--- config.mk ---
export PLATFORM = sky130hd
export DESIGN_NAME = change_dispenser_ctrl_flat
export DESIGN_NICKNAME = d
export VERILOG_FILES = /design/src/rtl/change_dispenser_ctrl_pkg.sv /design/src/rtl/change_dispenser_ctrl_if.sv /design/src/rtl/change_dispenser_ctrl_hop_timer.sv /design/src/rtl/change_dispenser_ctrl.sv /design/src/flat_wrapper.sv
export SDC_FILE = /design/constraint.sdc
export NUM_CORES = 1
export LEC_CHECK = 0
export ABC_AREA = 1
export CAP_MARGIN = 20
export CORE_MARGIN = 3
export CORE_UTILIZATION = 45
export CTS_BUF_LIST = sky130_fd_sc_hd__clkbuf_8 sky130_fd_sc_hd__clkbuf_16
export CTS_CLUSTER_DIAMETER = 100
export DETAILED_ROUTE_END_ITERATION = 7
export PLACE_DENSITY = 0.74
export SETUP_SLACK_MARGIN = 0.02
export SLEW_MARGIN = 20
export SYNTH_ARGS = -nofsm -noshare
export SYNTH_HDL_FRONTEND = slang
export SYNTH_SLANG_ARGS = --single-unit
export TNS_END_PERCENT = 30
--- constraint.sdc ---
create_clock -name clk -period 5.4 [get_ports clk]
set_input_delay 0.54 -clock clk [delete_from_list [all_inputs] [get_ports clk]]
set_output_delay 0.54 -clock clk [all_outputs]
set_load 0.05 [all_outputs]
--- src/rtl/change_dispenser_ctrl_pkg.sv ---
// Shared definitions for the change dispenser: coin values, hopper
// indices and the payout state encoding (also shown on the vending
// FSM's status display).
package change_dispenser_ctrl_pkg;

  localparam int DIME_VAL    = 10;
  localparam int QUARTER_VAL = 25;
  localparam int DOLLAR_VAL  = 100;

  // Hopper bit positions on hop_empty / hop_ack / hop_req.
  localparam logic [1:0] IDX_DIME    = 2'd0;
  localparam logic [1:0] IDX_QUARTER = 2'd1;
  localparam logic [1:0] IDX_DOLLAR  = 2'd2;

  typedef enum logic [2:0] {
    ST_IDLE     = 3'd0,
    ST_SELECT   = 3'd1,
    ST_PULSE    = 3'd2,
    ST_WAIT_ACK = 3'd3,
    ST_DONE     = 3'd4,
    ST_ERR      = 3'd5
  } disp_state_t;

  // One-hot hopper drive pattern for a coin index.
  function automatic logic [2:0] coin_onehot(input logic [1:0] idx);
    coin_onehot = 3'b001 << idx;
  endfunction

endpackage

--- src/rtl/change_dispenser_ctrl_if.sv ---
// Signal bundle between the vending FSM / hopper pins (master side) and
// the change dispenser controller (slave side).
//
// Handshake: start is a one-shot request that is accepted only on a clock
// edge where the controller is idle (busy=0); amount is captured on that
// same edge and start while busy is ignored. Each coin is requested by a
// single hop_req bit held for a fixed pulse width; the hopper answers with
// a one-cycle hop_ack on the same bit once the coin has left. done pulses
// for one cycle when the transaction ends, with dispensed/remainder final.
interface change_dispenser_ctrl_if #(
  parameter int AMT_W = 10
) ();
  logic             start;
  logic [AMT_W-1:0] amount;
  logic [2:0]       hop_empty;
  logic [2:0]       hop_ack;
  logic [2:0]       hop_req;
  logic             busy;
  logic             done;
  logic             error;
  logic [AMT_W-1:0] dispensed;
  logic [AMT_W-1:0] remainder;

  modport master (
    output start, amount, hop_empty, hop_ack,
    input  hop_req, busy, done, error, dispensed, remainder
  );

  modport slave (
    input  start, amount, hop_empty, hop_ack,
    output hop_req, busy, done, error, dispensed, remainder
  );
endinterface

--- src/rtl/change_dispenser_ctrl_hop_timer.sv ---
// Loadable down-counter shared by the eject pulse width and the
// ack timeout. load wins over en; the count parks at zero.
module change_dispenser_ctrl_hop_timer #(
  parameter int W = 10
) (
  input  logic         clk,
  input  logic         rst,
  input  logic         load,
  input  logic         en,
  input  logic [W-1:0] load_val,
  output logic         zero
);

  logic [W-1:0] count;

  // Count register: reload on request, otherwise decrement toward zero.
  always_ff @(posedge clk or posedge rst) begin
    if (rst) begin
      count <= '0;
    end else if (load) begin
      count <= load_val;
    end else if (en && (count != '0)) begin
      count <= count - W'(1);
    end
  end

  assign zero = (count == '0);

endmodule

--- src/rtl/change_dispenser_ctrl.sv ---
// Change dispenser controller: pays a change amount greedily from the
// dollar, quarter and dime hoppers, skipping empty ones, and reports
// whatever cannot be paid as a remainder. A hopper that never confirms
// its coin ends the payout with a sticky error.
module change_dispenser_ctrl
  import change_dispenser_ctrl_pkg::*;
#(
  parameter int AMT_W          = 10,
  parameter int DIME_CENTS     = DIME_VAL,
  parameter int QUARTER_CENTS  = QUARTER_VAL,
  parameter int DOLLAR_CENTS   = DOLLAR_VAL,
  parameter int PULSE_CYCLES   = 4,
  parameter int TIMEOUT_CYCLES = 1000
) (
  input  logic                     clk,
  input  logic                     rst,
  change_dispenser_ctrl_if.slave   bus,
  output disp_state_t              dbg_state
);

  localparam logic [AMT_W-1:0] DIME_V    = AMT_W'(DIME_CENTS);
  localparam logic [AMT_W-1:0] QUARTER_V = AMT_W'(QUARTER_CENTS);
  localparam logic [AMT_W-1:0] DOLLAR_V  = AMT_W'(DOLLAR_CENTS);

  // One timer covers both phases, so size it for the longer of the two.
  localparam int MAX_LD = (PULSE_CYCLES > TIMEOUT_CYCLES) ? PULSE_CYCLES : TIMEOUT_CYCLES;
  localparam int TW     = $clog2(MAX_LD + 1);
  // Loading N-1 gives exactly N cycles in the phase before zero is seen.
  localparam logic [TW-1:0] PULSE_LD = TW'(PULSE_CYCLES - 1);
  localparam logic [TW-1:0] TMO_LD   = TW'(TIMEOUT_CYCLES - 1);

  disp_state_t      state, state_nxt;
  logic [AMT_W-1:0] remaining;
  logic [AMT_W-1:0] dispensed_q;
  logic [AMT_W-1:0] remainder_q;
  logic             error_q;
  logic [2:0]       hop_req_q;
  logic [1:0]       coin_idx;

  logic             found;
  logic [1:0]       sel_idx;
  logic [AMT_W-1:0] cur_val;
  logic             ack_hit;

  logic             tmr_load;
  logic             tmr_en;
  logic [TW-1:0]    tmr_val;
  logic             tmr_zero;

  change_dispenser_ctrl_hop_timer #(.W(TW)) u_timer (
    .clk      (clk),
    .rst      (rst),
    .load     (tmr_load),
    .en       (tmr_en),
    .load_val (tmr_val),
    .zero     (tmr_zero)
  );

  // Greedy choice: largest coin that still fits and whose hopper has coins.
  always_comb begin
    found   = 1'b1;
    sel_idx = IDX_DIME;
    if ((remaining >= DOLLAR_V) && !bus.hop_empty[IDX_DOLLAR]) begin
      sel_idx = IDX_DOLLAR;
    end else if ((remaining >= QUARTER_V) && !bus.hop_empty[IDX_QUARTER]) begin
      sel_idx = IDX_QUARTER;
    end else if ((remaining >= DIME_V) && !bus.hop_empty[IDX_DIME]) begin
      sel_idx = IDX_DIME;
    end else begin
      found = 1'b0;
    end
  end

  // Value of the coin currently being ejected.
  always_comb begin
    case (coin_idx)
      IDX_DOLLAR:  cur_val = DOLLAR_V;
      IDX_QUARTER: cur_val = QUARTER_V;
      default:     cur_val = DIME_V;
    endcase
  end

  // Only the hopper we are waiting on can confirm a coin.
  assign ack_hit = bus.hop_ack[coin_idx];

  // State register.
  always_ff @(posedge clk or posedge rst) begin
    if (rst) begin
      state <= ST_IDLE;
    end else begin
      state <= state_nxt;
    end
  end

  // Next-state and timer control.
  always_comb begin
    state_nxt = state;
    tmr_load  = 1'b0;
    tmr_en    = 1'b0;
    tmr_val   = '0;
    case (state)
      ST_IDLE: begin
        if (bus.start) state_nxt = ST_SELECT;
      end
      ST_SELECT: begin
        if (found) begin
          state_nxt = ST_PULSE;
          tmr_load  = 1'b1;
          tmr_val   = PULSE_LD;
        end else begin
          state_nxt = ST_DONE;
        end
      end
      ST_PULSE: begin
        if (tmr_zero) begin
          state_nxt = ST_WAIT_ACK;
          tmr_load  = 1'b1;
          tmr_val   = TMO_LD;
        end else begin
          tmr_en = 1'b1;
        end
      end
      ST_WAIT_ACK: begin
        // An ack on the final timeout cycle still counts as a paid coin.
        if (ack_hit) begin
          state_nxt = ST_SELECT;
        end else if (tmr_zero) begin
          state_nxt = ST_ERR;
        end else begin
          tmr_en = 1'b1;
        end
      end
      ST_DONE: state_nxt = ST_IDLE;
      ST_ERR:  state_nxt = ST_IDLE;
      default: state_nxt = ST_IDLE;
    endcase
  end

  // Payout bookkeeping and the registered hopper drive.
  always_ff @(posedge clk or posedge rst) begin
    if (rst) begin
      remaining   <= '0;
      dispensed_q <= '0;
      remainder_q <= '0;
      error_q     <= 1'b0;
      hop_req_q   <= 3'b000;
      coin_idx    <= IDX_DIME;
    end else begin
      case (state)
        ST_IDLE: begin
          if (bus.start) begin
            remaining   <= bus.amount;
            dispensed_q <= '0;
            remainder_q <= '0;
            error_q     <= 1'b0;
          end
        end
        ST_SELECT: begin
          if (found) begin
            coin_idx  <= sel_idx;
            hop_req_q <= coin_onehot(sel_idx);
          end else begin
            remainder_q <= remaining;
          end
        end
        ST_PULSE: begin
          if (tmr_zero) hop_req_q <= 3'b000;
        end
        ST_WAIT_ACK: begin
          if (ack_hit) begin
            // cur_val <= remaining is guaranteed by the selection.
            remaining   <= remaining - cur_val;
            dispensed_q <= dispensed_q + cur_val;
          end else if (tmr_zero) begin
            remainder_q <= remaining;
            error_q     <= 1'b1;
          end
        end
        default: ;
      endcase
    end
  end

  assign bus.hop_req   = hop_req_q;
  assign bus.busy      = (state != ST_IDLE);
  assign bus.done      = (state == ST_DONE) || (state == ST_ERR);
  assign bus.error     = error_q;
  assign bus.dispensed = dispensed_q;
  assign bus.remainder = remainder_q;
  assign dbg_state     = state;

endmodule

--- src/flat_wrapper.sv ---
// flat-port wrapper written by rule: the top's interface ports become plain ports
module change_dispenser_ctrl_flat import change_dispenser_ctrl_pkg::*;
#(
  parameter int AMT_W          = 10,
  parameter int DIME_CENTS     = DIME_VAL,
  parameter int QUARTER_CENTS  = QUARTER_VAL,
  parameter int DOLLAR_CENTS   = DOLLAR_VAL,
  parameter int PULSE_CYCLES   = 4,
  parameter int TIMEOUT_CYCLES = 1000
)
  (clk, rst, dbg_state, bus_start, bus_amount, bus_hop_empty, bus_hop_ack, bus_hop_req, bus_busy, bus_done, bus_error, bus_dispensed, bus_remainder);
  change_dispenser_ctrl_if #(.AMT_W(AMT_W)) bus_i ();
  input  logic clk;
  input  logic rst;
  output disp_state_t dbg_state;
  input wire logic [$bits(bus_i.start)-1:0] bus_start;
  input wire logic [$bits(bus_i.amount)-1:0] bus_amount;
  input wire logic [$bits(bus_i.hop_empty)-1:0] bus_hop_empty;
  input wire logic [$bits(bus_i.hop_ack)-1:0] bus_hop_ack;
  output wire logic [$bits(bus_i.hop_req)-1:0] bus_hop_req;
  output wire logic [$bits(bus_i.busy)-1:0] bus_busy;
  output wire logic [$bits(bus_i.done)-1:0] bus_done;
  output wire logic [$bits(bus_i.error)-1:0] bus_error;
  output wire logic [$bits(bus_i.dispensed)-1:0] bus_dispensed;
  output wire logic [$bits(bus_i.remainder)-1:0] bus_remainder;
  assign bus_i.start = bus_start;
  assign bus_i.amount = bus_amount;
  assign bus_i.hop_empty = bus_hop_empty;
  assign bus_i.hop_ack = bus_hop_ack;
  assign bus_hop_req = bus_i.hop_req;
  assign bus_busy = bus_i.busy;
  assign bus_done = bus_i.done;
  assign bus_error = bus_i.error;
  assign bus_dispensed = bus_i.dispensed;
  assign bus_remainder = bus_i.remainder;
  change_dispenser_ctrl #(.AMT_W(AMT_W), .DIME_CENTS(DIME_CENTS), .QUARTER_CENTS(QUARTER_CENTS), .DOLLAR_CENTS(DOLLAR_CENTS), .PULSE_CYCLES(PULSE_CYCLES), .TIMEOUT_CYCLES(TIMEOUT_CYCLES)) u_core (.clk(clk), .rst(rst), .bus(bus_i), .dbg_state(dbg_state));
endmodule
======== Word level (Yosys, flattened, before mapping) ========
Cells that the tools add are included.
cells by class
  add/subtract/negate cells ............... 3
  order comparisons ....................... 4
  equality and inequality tests ........... 15
  shift operators ......................... 1
  multiplexer cells ....................... 42
  reduce and logical (&&, ||, !) cells .... 22
operators by type and width
  kind                                                    count
  2-to-1 mux 10 bit                                       10
  one-hot mux 10 bit (2 select lines)                     3
  one-hot mux 10 bit (3 select lines)                     1
  2-to-1 mux 3 bit                                        7
  one-hot mux 7 bit (2 select lines)                      1
  2-to-1 mux 1 bit                                        12
  one-hot mux 3 bit (4 select lines)                      1
  adder 10 x 7 -> 10 bit                                  1
  >= comparator 10 x 4 -> 1 bit (second input constant)   1
  >= comparator 10 x 5 -> 1 bit (second input constant)   1
  >= comparator 10 x 7 -> 1 bit (second input constant)   1
  logical NOT 10 bit                                      1
  nonzero test 10 bit                                     1
  subtractor 10 x 1 -> 10 bit (second input constant)     1
  subtractor 10 x 7 -> 10 bit                             1
  AND reduction 3 bit                                     3
  inequality test 2 x 1 -> 1 bit (second input constant)  4
  == test 3 x 2 -> 1 bit (second input constant)          2
  == test 3 bit (second input constant)                   2
  inequality test 2 bit (second input constant)           3
  one-hot mux 1 bit (2 select lines)                      3
  one-hot mux 3 bit (2 select lines)                      1
  nonzero test 2 bit                                      3
  nonzero test 3 bit                                      2
  15 further kinds                                        21
storage, ports and cells
  register bits ........................... 49
  bits of input ports ..................... 19
  output and inout port bits .............. 29
  word-level logic and storage cells ...... 95

======== Longest topological paths before layout ========
  depth after elaboration ................. 8
  gate-level depth with buffers ........... 13
  mapped depth without buffers ............ 13

======== Modules after synthesis ========
A second synthesis with hierarchy kept.
unflattened totals
  cell total of the unflattened synthesis .. 496
  area total of the unflattened synthesis .. 3,443.3 um^2
by module, submodules not included
  module                           times used  cells each  area an instance (um^2)  sequential area each (um^2)
  change_dispenser_ctrl            1           377         2,688.8                  975.9
  change_dispenser_ctrl_hop_timer  1           119         754.5                    250.2

======== Worst setup path before layout ========
No wires, ideal clock.
  path type ............................... flip-flop to flip-flop
  start point ............................. register u_core.dispensed_q[0], in the netlist u_core.bus.dispensed[0]
  end point ............................... register u_core.dispensed_q[8], in the netlist u_core.bus.dispensed[8]
  setup time .............................. 0.127 ns
  data arrival time ....................... 1.895 ns
  required time ........................... 5.273 ns
  setup slack ............................. 3.378 ns
  stages on the path, launching flop included .. 12
  path buffers ............................ 0
  clock period less this slack ............ 2.022 ns
  cells stage by stage .................... dfrtp_1 ha_1 inv_1 fa_1 inv_1 nand3_1 nand2_1 nand3_1 nand2_1 nand2_1 nand4_1 o21ai_0
between the ends
  cells in the longest elaborated chain, start to end .. 3
ends and longest elaborated chain
  element                              line                          source
  from (decl)                          change_dispenser_ctrl.sv:34   logic [AMT_W-1:0] dispensed_q;
  from (signal assigned)               change_dispenser_ctrl.sv:173  dispensed_q <= dispensed_q + cur_val;
  adder 10 x 7 -> 10 bit               change_dispenser_ctrl.sv:173
  2-to-1 mux 10 bit                    change_dispenser_ctrl.sv:170  if (ack_hit) begin
  one-hot mux 10 bit (2 select lines)  change_dispenser_ctrl.sv:149  case (state)
Every way passes these cells. The select of a mux whose other input is x is not followed.
A chain may end at the register's enable or synchronous reset.

======== Final worst setup path ========
  start point ............................. register u_core.state[1], in the netlist u_core.dbg_state[1]
  end point ............................... output port bus_busy
between the ends
  cells in the longest elaborated chain, start to end .. 1
ends and longest elaborated chain
  element                 line                          source
  from (decl)             change_dispenser_ctrl.sv:32   disp_state_t state, state_nxt;
  from (signal assigned)  change_dispenser_ctrl.sv:91   state <= state_nxt;
  nonzero test 3 bit      change_dispenser_ctrl.sv:185  assign bus.busy = (state != ST_IDLE);
  to (decl)               flat_wrapper.sv:21            output wire logic [$bits(bus_i.busy)-1:0] bus_busy;
Every way passes these cells.

==> metrics.md <==
| Metric | Value |
|---|---|
| Status | completed |
| Max-cap viol count | 0 |
| Mapped cell area | 3387 sq um |
| CP delay by family, top | buffers and inverters |
| HP Class | register to register |
| Starting Density | 48.00% |
| Vias | 3196 |
| # IOs | 48 |
| Total wire length | 8142 um |
| Worst endpoint required time | 4860 ps |
| Worst skew pair latency | 310 ps |
| Synth Flop Type | dfrtp_1 |
| Inserted Diodes | 0 |
| Post-DP Area | 3911 sq um |
| Stages on worst setup path | 3 |
| WP buf/inv | 2 |
| Final Non-Filler Cells | 612 |
| Final Hold Viols | 0 |
| Post-CTS setup buffer count | 0 |
| Gate Count Post-Synth | 469 |
| Vias per cell | 5.222 |
| Final min period | 2400 ps |
| CP max-delay cell | clkdlybuf4s50_1 |
| Worst VDD drop | 0.2989 mV |
| Post-CTS sizing | 0 |
| Lkg Pwr | 0.002089 uW |
| EDFF count, synth | 0 |
| CP Launch Type | register |
| Die Ht | 92.76 um |
| Clock sinks | 49 |
| Crit. End Element | output pin |
| Dpl hpwl | 6264 um |
| CP max FO | 6 |
| Global route total overflow | 0 |
| CORE AREA | 7057 sq um |
| Worst path cell trace | inv_2 -> nand2_2 -> clkdlybuf4s50_1 |
| Post-route cell area | 4046 sq um |
| Total Routing Usage GR | 20.82% |
| Vias in the first global route | 3093 |
| FF+latch count, synth | 49 |
| Crit path largest cell delay | 830 ps |
| Worst-margin pin slew | 865.5 ps |
| Largest net degree at the start of global routing | 50 |
| Clock Tree Buf Depth | 2 |
| Final TNS setup | 0 ps |
| Power, Total | 2733 uW |
| Crit path DAT | 1860 ps |
| First-pass GRT wire length | 14630 um |
| Worst Setup Path Type | register to output pin |
| RSZ-0062 raised after global routing | no |
| Fin nets | 554 |
| Avg Cell Area, Syn | 7.222 sq um |
| Initial antenna violation count | 0 |
| Hold_ws | 477.9 ps |
| Rows | 30 |
| Synthesis-to-finish area growth | 19.47% |
| Ys async rst share | 100.0% |
| Synth area leaders | dfrtp_1 36%, nand2_1 14%, nand3_1 7.8%, ha_1 6.6%, inv_1 6.5% |
| CTS tree | yes |
| Die area | 8603 sq um |
| Power per cell area | 675.4 nW/um^2 |
| Syn nets | 508 |
| Share of layout cells above drive strength 1 | 6.395% |
| Synth cell types | 36 |
| Register Area | 1226 sq um |
| Routed WL per cell | 13.30 um |
| Hold path depth | 2 |
| FF-to-FF path depth | 12 |
| DRC | 0 |
| Clock skew | 10.11 ps |
| Clock buffer count from CTS | 5 |
| YS warnings | 0 |
| Max Clock Freq | 0.4166 GHz |
| Post-synth top area cell | dfrtp_1 |
| Max_slew headroom | 42.24% |
| Final Max Tran Viols | 0 |
| Die width | 92.76 um |
| Final Setup Violations | 0 |
| Multi-input logic area | 1847 sq um |
| Cts hold-fix bufs | 0 |
| Placer Congestion | 0.9211 |
| Clock root buffer | clkbuf_8 |
| Clock Pin Slew Worst Setup and Hold Paths | 90 ps |
| Part of the cycle the worst path needs | 44.45% |
| First-pass iteration count of the detailed router | 5 |
| Filler instances | 701 |
| Number of port buffers | 47 |
| Antenna Nets Post-Route | 0 |
| Top cell type's share of synthesized area | 36.20% |
| Sequential area share after synthesis | 36.20% |
| Initial DRC count | 172 |
| CTS H-tree depth | 2 |
| DP Cell Count | 604 |
-- kinds of logic after synthesis --
family,after synthesis,share of synthesized area (%)
xor gates and xnor gates,10,2.586
adders and majority gates,20,7.832
buffers and inverters,74,9.272
DFF,49,36.20
and+or+nand+nor,264,35.54
AOI/OAI and AO/OA,52,8.570
-- power by group --
group / internal [uW] / switching (uW) / total, uW
Combinational: 580 / 1190 / 1770
Sequential: 519 / 129 / 649
Clock: 184 / 130 / 314
-- state kept, by name (all words and copies together) (netlist names) --
signal / count
u_core.bus.dispensed: 10
u_core.bus.remainder: 10
u_core.remaining: 10
u_core.u_timer.count: 10
u_core.bus.hop_req: 3
u_core.dbg_state: 3
u_core.coin_idx: 2
u_core.bus.error: 1
-- placed cells by master, fill, tap and decap left out, types with 2 or more instances in the layout --
master	instances
o211ai_1	6
nand3_2	3
nand2_4	4
o22ai_1	2
nand2_2	5
inv_1	58
nand4_1	12
clkdlybuf4s50_1	47
ha_1	18
fa_1	2
nand2_1	128
clkbuf_8	5
dfrtp_1	49
nor2_1	50
a21oi_1	10
xor2_1	6
xnor2_1	4
nand3_1	53
nor2_2	2
clkinv_2	2
inv_2	7
o21ai_1	3
bufinv_16	2
o21ai_0	26
-- synthesized netlist by cell type, types with 5 or more instances --
cell type,instances
a21oi_1,10
dfrtp_1,49
ha_1,18
inv_1,59
inv_2,7
nand2_1,128
nand2_2,5
nand3_1,53
nand4_1,12
nor2_1,50
o211ai_1,6
o21ai_0,26
xor2_1,6
-- layout make-up --
class	count	share of cell area, %
timing repair buffer	47	11.63
tap	96	2.968
clock inverter	3	1.608
clock buffer	5	1.701
inverter	66	6.153
multi-input combinational	346	45.64
sequential	49	30.30
-- worst paths after layout --
path	start	to	slack (ps)
setup / recovery	u_core.dbg_state[1]$_DFFE_PP0P_	bus_busy	3000
hold / removal	u_core.bus.remainder[5]$_DFFE_PP0P_	u_core.bus.remainder[5]$_DFFE_PP0P_	480
setup reg to reg	u_core.coin_idx[0]$_DFFE_PP0P_	u_core.remaining[5]$_DFFE_PP0P_	3130
hold reg to reg	u_core.bus.remainder[5]$_DFFE_PP0P_	u_core.bus.remainder[5]$_DFFE_PP0P_	480
max in group asynchronous	rst	u_core.dbg_state[0]$_DFFE_PP0P_	4190
min in group asynchronous	rst	u_core.bus.remainder[4]$_DFFE_PP0P_	690
-- per-stage QoR --
stage / utilization (%) / setup slack (ps)
finish: 57.34 / 3000
global route: 57.34 / 2926
detailed placement: 55.43 / 3039
floorplan: - / 3378
global placement: 55.43 / 3121
CTS: 57.32 / 2991
-- layer usage --
layer / share of wire, % / global-route usage [%] / vias up
met2: 48 / 33.96 / 81
met3: 4.6 / 3.006 / 19
met4: 2.4 / 7.204 / 0
met5: 0 / 0 / -
li1: - / - / 1600
met1: 45 / 28.29 / 1496
-- worst reg2reg max path, delay by kind of cell (launching register included) --
kind / cells / cell delay [ps]
adder cells (fa/ha/maj): 2 / 700
AND/OR/NAND/NOR: 6 / 510
flip-flops: 1 / 440
AO/OA/AOI/OAI: 2 / 300
buffers and inverters: 2 / 250
Power figures use the tool's default switching activity.
